**src/rtl/prog_loader_pkg.sv**
```systemverilog
// prog_loader_pkg: shared state encoding, error codes and default timing for the program loader.
package prog_loader_pkg;

    typedef enum logic [2:0] {
        IDLE,
        LOAD,
        SETTLE,
        RST_CPU,
        RUN,
        HALTED,
        ERROR
    } state_t;

    localparam logic [1:0] ERR_NONE = 2'b00;
    localparam logic [1:0] ERR_OVF  = 2'b01;
    localparam logic [1:0] ERR_TMO  = 2'b10;

    localparam int DEF_MEM_DEPTH      = 256;
    localparam int DEF_RESET_CYCLES   = 9;
    localparam int DEF_TIMEOUT_CYCLES = 4096;

    function automatic logic is_busy(input state_t s);
        return !(s == IDLE || s == HALTED || s == ERROR);
    endfunction

endpackage

```
**src/rtl/loader_run_timer.sv**
```systemverilog
// loader_run_timer: CPU-reset down-counter plus run/timeout up-counter for prog_loader.
// With LOADER_CYCLE_COUNT_EN the run counter is 32 bits, saturating, and exported.
module loader_run_timer #(
    parameter int RESET_CYCLES   = 9,
    parameter int TIMEOUT_CYCLES = 4096
) (
    input  logic        i_clk,
    input  logic        i_rst,
    input  logic        i_load,
    input  logic        i_rst_en,
    input  logic        i_run_en,
    output logic        o_rst_tc,
    output logic        o_run_tc
`ifdef LOADER_CYCLE_COUNT_EN
    ,
    output logic [31:0] o_run_cnt
`endif
);

`ifdef LOADER_CYCLE_COUNT_EN
    localparam int RUN_W = 32;
`else
    localparam int RUN_W = $clog2(TIMEOUT_CYCLES + 1);
`endif
    localparam int RST_W = (RESET_CYCLES > 1) ? $clog2(RESET_CYCLES) : 1;

    logic [RST_W-1:0] r_rst_cnt;
    logic [RUN_W-1:0] r_run_cnt;

    // Loading arms the reset window and starts a fresh run count in the same edge.
    always_ff @(posedge i_clk or posedge i_rst) begin
        if (i_rst) begin
            r_rst_cnt <= '0;
            r_run_cnt <= '0;
        end else if (i_load) begin
            r_rst_cnt <= RST_W'(RESET_CYCLES - 1);
            r_run_cnt <= '0;
        end else begin
            if (i_rst_en && r_rst_cnt != '0)
                r_rst_cnt <= r_rst_cnt - RST_W'(1);
            if (i_run_en && r_run_cnt != '1)
                r_run_cnt <= r_run_cnt + RUN_W'(1);
        end
    end

    assign o_rst_tc = r_rst_cnt == '0;
    assign o_run_tc = r_run_cnt == RUN_W'(TIMEOUT_CYCLES - 1);

`ifdef LOADER_CYCLE_COUNT_EN
    assign o_run_cnt = r_run_cnt;
`endif

endmodule

```
**src/rtl/prog_loader.sv**
```systemverilog
// prog_loader: streams a program into CPU instruction memory, then resets, runs and supervises the CPU.
// Optional LOADER_CYCLE_COUNT_EN exports the 32-bit run_cycles counter.
module prog_loader
    import prog_loader_pkg::*;
#(
    parameter int MEM_DEPTH      = DEF_MEM_DEPTH,
    parameter int RESET_CYCLES   = DEF_RESET_CYCLES,
    parameter int TIMEOUT_CYCLES = DEF_TIMEOUT_CYCLES
) (
    input  logic        CLK,
    input  logic        clr,
    input  logic        s_valid,
    output logic        s_ready,
    input  logic [15:0] s_data,
    input  logic        s_last,
    input  logic        start,
    input  logic        reload,
    output logic        instr2memory_en,
    output logic        I_memory_en,
    output logic [15:0] instr2memory_addr,
    output logic [15:0] instr_in,
    output logic        cpu_clr_n,
    output logic        PC_en,
    input  logic        HLT,
    output logic        busy,
    output logic        done,
    output logic [1:0]  err,
    output logic [15:0] prog_len
`ifdef LOADER_CYCLE_COUNT_EN
    ,
    output logic [31:0] run_cycles
`endif
);

    state_t      r_state;
    state_t      w_next;
    logic [15:0] r_wr_ptr;
    logic        w_acc;
    logic        w_ovf;
    logic        w_wr;
    logic        w_rel;
    logic        w_load;
    logic        w_rst_tc;
    logic        w_run_tc;

    assign w_acc  = s_valid && s_ready;
    assign w_ovf  = w_acc && (r_wr_ptr == 16'(MEM_DEPTH));
    assign w_wr   = w_acc && !w_ovf;
    assign w_rel  = reload && (r_state == HALTED || r_state == ERROR);
    assign w_load = (w_next == RST_CPU) && (r_state != RST_CPU);

    loader_run_timer #(
        .RESET_CYCLES  (RESET_CYCLES),
        .TIMEOUT_CYCLES(TIMEOUT_CYCLES)
    ) u_timer (
        .i_clk    (CLK),
        .i_rst    (clr),
        .i_load   (w_load),
        .i_rst_en (r_state == RST_CPU),
        .i_run_en (r_state == RUN),
        .o_rst_tc (w_rst_tc),
        .o_run_tc (w_run_tc)
`ifdef LOADER_CYCLE_COUNT_EN
        ,
        .o_run_cnt(run_cycles)
`endif
    );

    // LOAD with s_ready already dropped is the final-word write cycle; SETTLE follows it.
    always_comb begin
        w_next = r_state;
        case (r_state)
            IDLE:    if (w_acc) w_next = w_ovf ? ERROR : LOAD;
                     else if (!s_valid && start) w_next = RST_CPU;
            LOAD:    if (!s_ready) w_next = SETTLE;
                     else if (w_ovf) w_next = ERROR;
            SETTLE:  w_next = RST_CPU;
            RST_CPU: if (w_rst_tc) w_next = RUN;
            RUN:     if (HLT) w_next = HALTED;
                     else if (w_run_tc) w_next = ERROR;
            HALTED:  if (reload) w_next = IDLE;
                     else if (start) w_next = RST_CPU;
            ERROR:   if (reload) w_next = IDLE;
            default: w_next = IDLE;
        endcase
    end

    always_ff @(posedge CLK or posedge clr) begin
        if (clr) begin
            r_state           <= IDLE;
            r_wr_ptr          <= '0;
            s_ready           <= 1'b0;
            instr2memory_en   <= 1'b1;
            I_memory_en       <= 1'b0;
            instr2memory_addr <= '0;
            instr_in          <= '0;
            cpu_clr_n         <= 1'b0;
            PC_en             <= 1'b0;
            busy              <= 1'b0;
            done              <= 1'b0;
            err               <= ERR_NONE;
        end else begin
            r_state         <= w_next;
            s_ready         <= (w_next == IDLE || w_next == LOAD) && !(w_acc && s_last);
            I_memory_en     <= w_wr;
            instr2memory_en <= !(w_next == RST_CPU || w_next == RUN);
            cpu_clr_n       <= w_next == RUN;
            PC_en           <= w_next == RST_CPU || w_next == RUN;
            busy            <= is_busy(w_next);
            done            <= w_next == HALTED;
            if (w_wr) begin
                instr2memory_addr <= r_wr_ptr;
                instr_in          <= s_data;
            end
            if (w_rel)
                r_wr_ptr <= '0;
            else if (w_wr)
                r_wr_ptr <= r_wr_ptr + 16'd1;
            if (w_rel)
                err <= ERR_NONE;
            else if (w_ovf)
                err <= ERR_OVF;
            else if (r_state == RUN && w_next == ERROR)
                err <= ERR_TMO;
        end
    end

    assign prog_len = r_wr_ptr;

endmodule
```
**config.mk**
```make
export PLATFORM = sky130hd
export DESIGN_NAME = prog_loader
export DESIGN_NICKNAME = d
export VERILOG_FILES = /design/src/rtl/prog_loader_pkg.sv /design/src/rtl/loader_run_timer.sv /design/src/rtl/prog_loader.sv
export SDC_FILE = /design/constraint.sdc
export NUM_CORES = 1
export LEC_CHECK = 0
export BUFFER_PORTS_ARGS = -buffer_cell sky130_fd_sc_hd__buf_2
export CAP_MARGIN = 30
export CORE_UTILIZATION = 50
export DETAILED_ROUTE_END_ITERATION = 7
export PLACE_DENSITY = 0.76
export SETUP_SLACK_MARGIN = 0.02
export SYNTH_ARGS = -nofsm -noshare
export SYNTH_HDL_FRONTEND = slang
export SYNTH_SLANG_ARGS = --single-unit
```
**constraint.sdc**
```tcl
create_clock -name CLK -period 6.91 [get_ports CLK]
set_input_delay 1.382 -clock CLK [delete_from_list [all_inputs] [get_ports CLK]]
set_output_delay 1.382 -clock CLK [all_outputs]
set_load 0.005 [all_outputs]
```
## Word-level counts from Yosys, hierarchy flattened

Index checks and enable logic that the tools add are counted.

- $add $sub $neg: 3
- Equal/unequal tests: 15
- Multiplexer cells: 21
- Reduce and logical (&&, ||, !) cells: 29

Operator list:

| kind | count |
|---|---|
| $mux 3 | 11 |
| $mux 16 | 2 |
| $mux 13 | 2 |
| $pmux 3 s7 | 1 |
| $eq 3x3->1 const B | 6 |
| $add 16x1->16 const B | 1 |
| $eq 16x9->1 const B | 1 |
| $add 13x1->13 const B | 1 |
| $eq 13x12->1 const B | 1 |
| $ne 13x13->1 const B | 1 |
| $logic_and 1x1->1 | 11 |
| $eq 3x2->1 const B | 3 |
| $mux 4 | 2 |
| $eq 3x1->1 const B | 2 |
| $logic_not 3->1 | 2 |
| $mux 2 | 3 |
| $reduce_bool 2->1 | 3 |
| $logic_not 1->1 | 5 |
| $logic_or 1x1->1 | 5 |
| $logic_not 4->1 | 1 |
| $reduce_bool 4->1 | 1 |
| $sub 4x1->4 const B | 1 |
| $ne 3x2->1 const B | 1 |
| $reduce_bool 3->1 | 1 |

- Bits in registers: 77
- Input port bits: 23
- Word-level logic and storage cells: 82

## Logic depth before layout (Yosys ltp)

Gate-level depths: netlist of the first run.

- Depth in word-level cells: 10
- Mapped depth: 11
- Depth with buffers taken out: 8

## Modules after synthesis

Synthesis of the first run repeated with hierarchy kept, for this count alone.

- Cells, all modules: 322
- Area, all modules: 3716.1 um2

Modules (own cells, without submodules):

| module | times used | cells an instance | area each (um2) | sequential area each (um2) |
|---|---|---|---|---|
| prog_loader | 1 | 220 | 2688.8 | 1502.7 |
| loader_run_timer | 1 | 102 | 1027.2 | 425.4 |

## Worst setup path after synthesis of the first run

OpenSTA, ideal clock, no wires.

- Kind: input-to-reg
- Start point: in s_valid
- End point: reg u_timer.r_rst_cnt[3]
- Library setup time: 0.124 ns
- Data arrival time: 2.827 ns
- Data required time: 6.786 ns
- Setup slack: 3.959 ns
- Stages: 8
- Buffers on the path: 2
- Cell sequence: nand2_1 -> a41oi_4 -> o22ai_1 -> or3_1 -> buf_4 -> and4_4 -> buf_6 -> a211o_1

- Cells in the longest elaborated chain, start to end: 8

RTL lines:

| item | RTL line | RTL |
|---|---|---|
| start, declared | prog_loader.sv:12 | `input logic s_valid,` |
| $logic_and 1x1->1 or $logic_not 1->1 (tied branches) | prog_loader.sv:46, prog_loader.sv:74 |  |
| $logic_and 1x1->1, on equally long branches | prog_loader.sv:47, prog_loader.sv:74 |  |
| $mux 3, on equally long branches | prog_loader.sv:76, prog_loader.sv:73, prog_loader.sv:74 |  |
| $mux 3, on equally long branches | prog_loader.sv:75, prog_loader.sv:73 |  |
| $pmux 3 s7 * | prog_loader.sv:72 | `case (r_state)` |
| net w_next[1] | prog_loader.sv:36 | `state_t w_next;` |
| $eq 3x2->1 * | prog_loader.sv:50 | `assign w_load = (w_next == RST_CPU) && (r_state != RST_CPU);` |
| $logic_and 1x1->1 * | prog_loader.sv:50 |  |
| $mux 4 or $reduce_bool 2->1 (tied branches) | -- |  |
| end signal, assigned | loader_run_timer.sv:36 | `r_rst_cnt <= RST_W'(RESET_CYCLES - 1);` |
| end signal, assigned | loader_run_timer.sv:40 | `r_rst_cnt <= r_rst_cnt - RST_W'(1);` |
| end, declared | loader_run_timer.sv:27 | `logic [RST_W-1:0] r_rst_cnt;` |

The timed path passes the listed nets; every way through them passes the cells marked *.
A chain may end at the register's enable or synchronous reset.

## Final worst setup path of the first run

- Start point: in s_valid
- End point: reg r_wr_ptr[11] (netlist: prog_len[11])

- Cells in the longest elaborated chain, start to end: 5

RTL lines:

| item | RTL line | RTL |
|---|---|---|
| $logic_and 1x1->1 * | prog_loader.sv:46 | `assign w_acc = s_valid && s_ready;` |
| $logic_and 1x1->1 | prog_loader.sv:47 | `assign w_ovf = w_acc && (r_wr_ptr == 16'(MEM_DEPTH));` |
| $logic_not 1->1 | prog_loader.sv:48 | `assign w_wr = w_acc && !w_ovf;` |
| $logic_and 1x1->1 * | prog_loader.sv:48 |  |
| $reduce_bool 2->1 (no source line) * | -- |  |
| end signal, assigned | prog_loader.sv:118 | `r_wr_ptr <= r_wr_ptr + 16'd1;` |
| end, declared | prog_loader.sv:37 | `logic [15:0] r_wr_ptr;` |

Every way passes the cells marked *; elsewhere a longest branch is shown, timed or not.

==> results of run 1 <==
==> power by group <==
group | internal [W] | total [W] | switching, W | leakage [nW]
registers | 0.000556 | 0.000639 | 0.0000831 | 1.00
clock network | 0.000222 | 0.000377 | 0.000155 | 0.113
logic | 0.000213 | 0.000417 | 0.000204 | 0.988
total | 0.000991 | 0.00143 | 0.000442 | 2.10
==> cell usage in the layout (no fill, tap or decap), types with 3 or more instances in the layout <==
cell	instances
nor2_1	41
mux2_2	33
dfrtp_1	76
clkbuf_8	11
nand3_1	9
or3_1	4
a211oi_1	4
nand4_1	8
nor3_1	7
and4_1	4
a21oi_1	8
xor2_1	13
mux2i_1	3
and3_1	6
buf_2	79
nand2_1	13
inv_1	11
ha_1	4
xnor2_1	9
a31oi_1	3
o21ai_0	10
==> cell families (layout without fill, tap and decap cells) <==
kind of cell / Yosys count / after routing / share of synthesized area
muxes: 36 / 36 / 0.113
AOI/OAI and AO/OA: 34 / 34 / 0.0643
buffers and inverters: 25 / 109 / 0.0332
xor gates and xnor gates: 22 / 22 / 0.0544
DFF: 77 / 77 / 0.544
adders and majority gates: 4 / 4 / 0.0141
and+or+nand+nor: 113 / 113 / 0.176
==> routing by layer <==
metal	vias up	track usage	routed length, um
met5	-	0	0
met4	0	0.0758	109
met3	13	0.0638	384
met2	79	0.323	3330
met1	1269	0.266	3100
li1	1242	-	-
==> layout make-up <==
class | instances | area share
clock buffer | 12 | 0.0365
clock inverter | 3 | 0.0162
inverter | 12 | 0.0106
multi-input combinational | 209 | 0.352
sequential | 77 | 0.454
tap | 96 | 0.0283
timing repair buffer | 82 | 0.103
==> cell usage after synthesis (2+ instances only) <==
library cell / number / area, sq um
a31oi_1: 3 / 18.8
clkbuf_1: 4 / 15.0
o22ai_1: 2 / 12.5
or3_1: 4 / 25.0
and4_1: 4 / 35.0
xnor2_1: 9 / 78.8
xor2_1: 13 / 114
a21o_1: 2 / 15.0
nor4_1: 2 / 12.5
nor3b_2: 2 / 25.0
o21ai_0: 10 / 50.1
buf_6: 2 / 22.5
nand3_1: 9 / 45.0
and3b_1: 2 / 17.5
dfrtp_1: 76 / 1900
nor3_1: 7 / 35.0
a21oi_1: 8 / 40.0
and2_1: 2 / 12.5
mux2i_1: 3 / 30.0
nand3b_1: 2 / 15.0
nor2b_1: 2 / 12.5
nand4_1: 8 / 50.1
buf_2: 4 / 20.0
nor2_1: 41 / 154
buf_1: 2 / 7.51
inv_1: 12 / 45.0
nand2b_1: 2 / 12.5
a211oi_1: 4 / 30.0
nand2_1: 13 / 48.8
mux2_2: 33 / 372
ha_1: 4 / 50.1
and3_1: 6 / 37.5
==> state kept, by name, summed over array words and instances (netlist names) <==
name,count
instr2memory_addr,16
prog_len,16
u_timer.r_run_cnt,13
u_timer.r_rst_cnt,4
done,1
busy,1
instr_in,16
s_ready,1
r_state,3
cpu_clr_n,1
err,2
PC_en,1
instr2memory_en,1
I_memory_en,1
==> metrics by stage <==
stage	util	total power (W)	worst slack, ns	hold WS [ns]	cell area (sq um)
floorplan	-	0.000931	3.56	0.497	3540
global placement	0.586	0.00105	3.73	0.485	4000
detailed placement	0.586	0.00106	3.66	0.490	4000
CTS	0.618	0.00145	4.03	0.506	4220
global route	0.622	0.00153	3.87	0.524	4250
finish	0.622	0.00143	4.02	0.501	4250
==> worst min-delay path by stage <==
stage,start,endpoint,slack [ns],cells after the start
detailed placement,instr2memory_addr[13],instr2memory_addr[13],0.49,1
CTS,instr2memory_addr[13],instr2memory_addr[13],0.51,1
floorplan,u_timer.r_run_cnt[7],u_timer.r_run_cnt[7],0.50,2
global route,instr_in[0],instr_in[0],0.52,1
finish,instr2memory_addr[13],instr2memory_addr[13],0.50,1
global placement,instr2memory_addr[8],instr2memory_addr[8],0.48,1
==> impl_metrics.toml, run 1 <==
[timing]
hold_violations = 0
setup_tns_ns = 0
slew_viol_final = 0
finClkSkew_ns = 0.00649
fin_crit_ns = 2.89
setup_viol = 0
worst_pin_slew_ns = 0.644
period_share = 0.418
rsz0062_at_grt = "false"
relSlewSlack = 0.571
fmax_mhz = 346

[worst_setup_path]
crit_required_ns = 7.18
regToRegSetupSlack_ns = 4.42
cp_slowest_cell = "buf_4"
setup.worst_path.start = "s_valid"
crit_type = "in2reg"
crit_arrival_ns = 3.16
path_cells = "buf_2 > nand2_1 > a41oi_4 > buf_4 > nand3_1 > or3_1 > a21oi_1"
worstPathBufferInverterCount = 2
reg2reg_depth = 8
cpLargestDelayFamily = "simple AND/OR/NAND/NOR gates"
r2r_start = "prog_len[1]"
worstSetupEndpointType = "flop"
path_max_fanout = 41
critical_path_depth = 7
critical_path.endpoint = "prog_len[11]"
cp-start-kind = "input pin"
reg2reg_to = "prog_len[11]"
max_stage_delay_ns = 0.45

[cts]
cts-hold-fix-buffers = 0
clockBufferDepth = 2
clock_latency_ns = 0.35
cts-buffers-inserted = 9
cts_htree_levels = 3
cts_root_buf = "clkbuf_8"
cts_setup_buffers = 0
cts_tree = "yes"
ctsResizeCount = 0
clkSlewWorstSetupHoldPaths_ns = 0.07
clock-sinks = 77

[layout]
area_growth_pct = 20.0
multi_input_area_sq_mm = 0.00150
final_cell_count_no_fill = 491
nNetsFinal = 418
drive_above_1_share = 0.354
n_antenna_cell = 0
fillers = 572
regArea_sq_mm = 0.00193

[detailed_routing]
post_drt_wl_per_cell_um = 14.1
postRouteAntennaNets = 0
wl_mm = 6.92
vias = 2603
drt_pre_antenna_iters = 4
viasPerCell = 5.30
drt_iter0_drc = 183
drcViolationCount = 0

[global_routing]
grt.total_usage = 0.204
gr-total-overflow = 0
grt_pass1_wl_mm = 11.7
grt_pass1_vias = 2475
grt_max_degree = 78
antenna_found_initial = 0

[power_and_ir_drop]
power_per_cell_area_mw_per_mm2 = 337
ir_drop_v = 0.000207
p_leak_nw = 2.10

[yosys]
ys_ff_latch = 77
syn_avg_cell_area_sq_um = 11.4
seq_area_frac_synth = 0.544
synthesis.nets = 338
synth_flop_cell = "dfrtp_1"
synth-async-reset-ratio = 1.00
synth_edf_count = 0
netlist_area_sq_mm = 0.00354
synth.distinct_cells = 46
yosys_warnings = 0
syn_inst = 311

[die]
start_util = 0.518
num_rows = 30
die-height_um = 86.2
dieArea_sq_mm = 0.00743
core-area_sq_mm = 0.00683
die_w_um = 86.2
io_pins = 80

[placed_design]
place.gp.congestion = 0.771
hpwl_mm = 4.74
dpl.cell_count = 475
place.port_buffers = 79

[worst_hold_path]
hp-class = "reg2reg"

[flow_run]
maxCapViolCount = 0

[status]
run_status = "completed"
Note: power is estimated with default switching activity, not from simulation.
==> run 2, diff against run 1 <==
Clock period 6.91 ns to 2.9 ns, I/O delays scaled along.
==> impl_metrics.toml, run 2 (synthesis results as in run 1) <==
[layout]
n_antenna_cell = 0
drive_above_1_share = 0.359
regArea_sq_mm = 0.00193
mostFrequentLayoutCell = "buf_2"
final_cell_mix = "buf_2 (79), dfrtp_1 (76), nor2_1 (41)"
area_growth_pct = 19.3
multi_input_area_sq_mm = 0.00150
fillers = 572
nNetsFinal = 418

[worst_setup_path]
crit_type = "reg2reg"
cp-start-kind = "flop"
cp_slowest_cell = "nor4_1"
path_max_fanout = 15
worstSetupEndpointType = "flop"
crit_required_ns = 3.13
crit_arrival_ns = 2.83
path_cells = "nor3b_2 > nand4_1 > nor4_1 > or3_1 > and4_4 > a211oi_1"
regToRegSetupSlack_ns = 0.30
max_stage_delay_ns = 0.57

[status]
run_status = "completed"

[die]
die-height_um = 86.2
io_pins = 80
dieArea_sq_mm = 0.00743
die_w_um = 86.2
core-area_sq_mm = 0.00683
num_rows = 30
start_util = 0.518

[detailed_routing]
wl_mm = 7.02
post_drt_wl_per_cell_um = 14.3
viasPerCell = 5.23
vias = 2574
drcViolationCount = 0
drt_pre_antenna_iters = 4
drt_iter0_drc = 157
postRouteAntennaNets = 0

[timing]
finClkSkew_ns = 0.0117
slew_viol_final = 0
period_share = 0.897
setup_tns_ns = 0
fin_crit_ns = 2.60
hold_violations = 0
setup_viol = 0
worst_pin_slew_ns = 0.744
rsz0062_at_grt = "false"
holdWs_ns = 0.345
fmax_mhz = 384
relSlewSlack = 0.503

[cts]
clockBufferDepth = 2
ctsResizeCount = 0
cts-buffers-inserted = 9
clock-sinks = 77
cts-hold-fix-buffers = 0
clkSlewWorstSetupHoldPaths_ns = 0.08
cts_htree_levels = 3
cts_root_buf = "clkbuf_8"
cts_tree = "yes"
clock_latency_ns = 0.36
cts_setup_buffers = 0

[global_routing]
grt_pass1_vias = 2439
grtUsageMet3 = 0.0362
grt_max_degree = 42
gr-total-overflow = 0
grt.total_usage = 0.208
busiest_layer = "met2"
grt.met2_usage = 0.318
antenna_found_initial = 0
grt_pass1_wl_mm = 11.8
grtUsageMet1 = 0.289

[placed_design]
place.port_buffers = 79
hpwl_mm = 4.85
place.gp.congestion = 0.758

[flow_run]
maxCapViolCount = 0

[power_and_ir_drop]
power_per_cell_area_mw_per_mm2 = 794
ir_drop_v = 0.000468
p_leak_nw = 2.09

[worst_hold_path]
hp-class = "in2async"
## run 2: changes by cell type in the layout (fill, tap and decap cells not counted), sizes merged
cell      change
clkinvlp      +1
clkinv        +1
clkbuf        -2
inv           +2
bufinv        -1
## run 2: layout make-up
cell class,count,area share
repair buffers,82,0.102
inverters,12,0.0107
clock inverters,6,0.0163
multi-input cells,209,0.354
flip-flops and latches,77,0.456
well taps,96,0.0284
clock buffers,10,0.0326
## run 2: routing by layer
metal | part of all wire | wire length (um)
met4 | 0.019 | 133
met2 | 0.47 | 3320
met3 | 0.047 | 331
met1 | 0.46 | 3240
met5 | 0 | 0
## run 2: worst max-delay path: cells and delay by family, from the launching register on
kind | cells | cell delay [ns]
compound gates | 1 | 0.09
flops | 1 | 0.53
simple gates | 5 | 1.85
## run 2: stage by stage
| step | total power, W | setup slack, ns | utilization | instance area, sq um | std cells |
|---|---|---|---|---|---|
| 5_1_grt | 0.00358 | 0.0745 | 0.619 | 4230 | 492 |
| 6_report | 0.00336 | 0.297 | 0.619 | 4230 | 492 |
| 2_1_floorplan | 0.00222 | 0.355 | - | 3540 | 311 |
| 3_5_place_dp | 0.00254 | 0.356 | 0.588 | 4020 | 476 |
| 3_3_place_gp | 0.00249 | 0.514 | 0.588 | 4020 | 476 |
| 4_1_cts | 0.00339 | 0.333 | 0.619 | 4230 | 492 |
## run 2: final timing paths
check / startpoint / to / cells past startpoint
max: r_state[2] / u_timer.r_rst_cnt[2] / 6
min reg2reg: instr_in[9] / instr_in[9] / 1
min in group CLK: s_last / s_ready / 2
min: clr / instr_in[10] / 2
max reg2reg: r_state[2] / u_timer.r_rst_cnt[2] / 6
max in group asynchronous: clr / instr2memory_addr[7] / 3
## run 2: where the power goes
part / switching, W / leakage, nW / internal (W) / total, W
sequential: 0.000193 / 1.00 / 0.00132 / 0.00152
clock: 0.000414 / 0.103 / 0.000427 / 0.000841
combinational: 0.000492 / 0.985 / 0.000505 / 0.000997
total: 0.00110 / 2.09 / 0.00226 / 0.00336
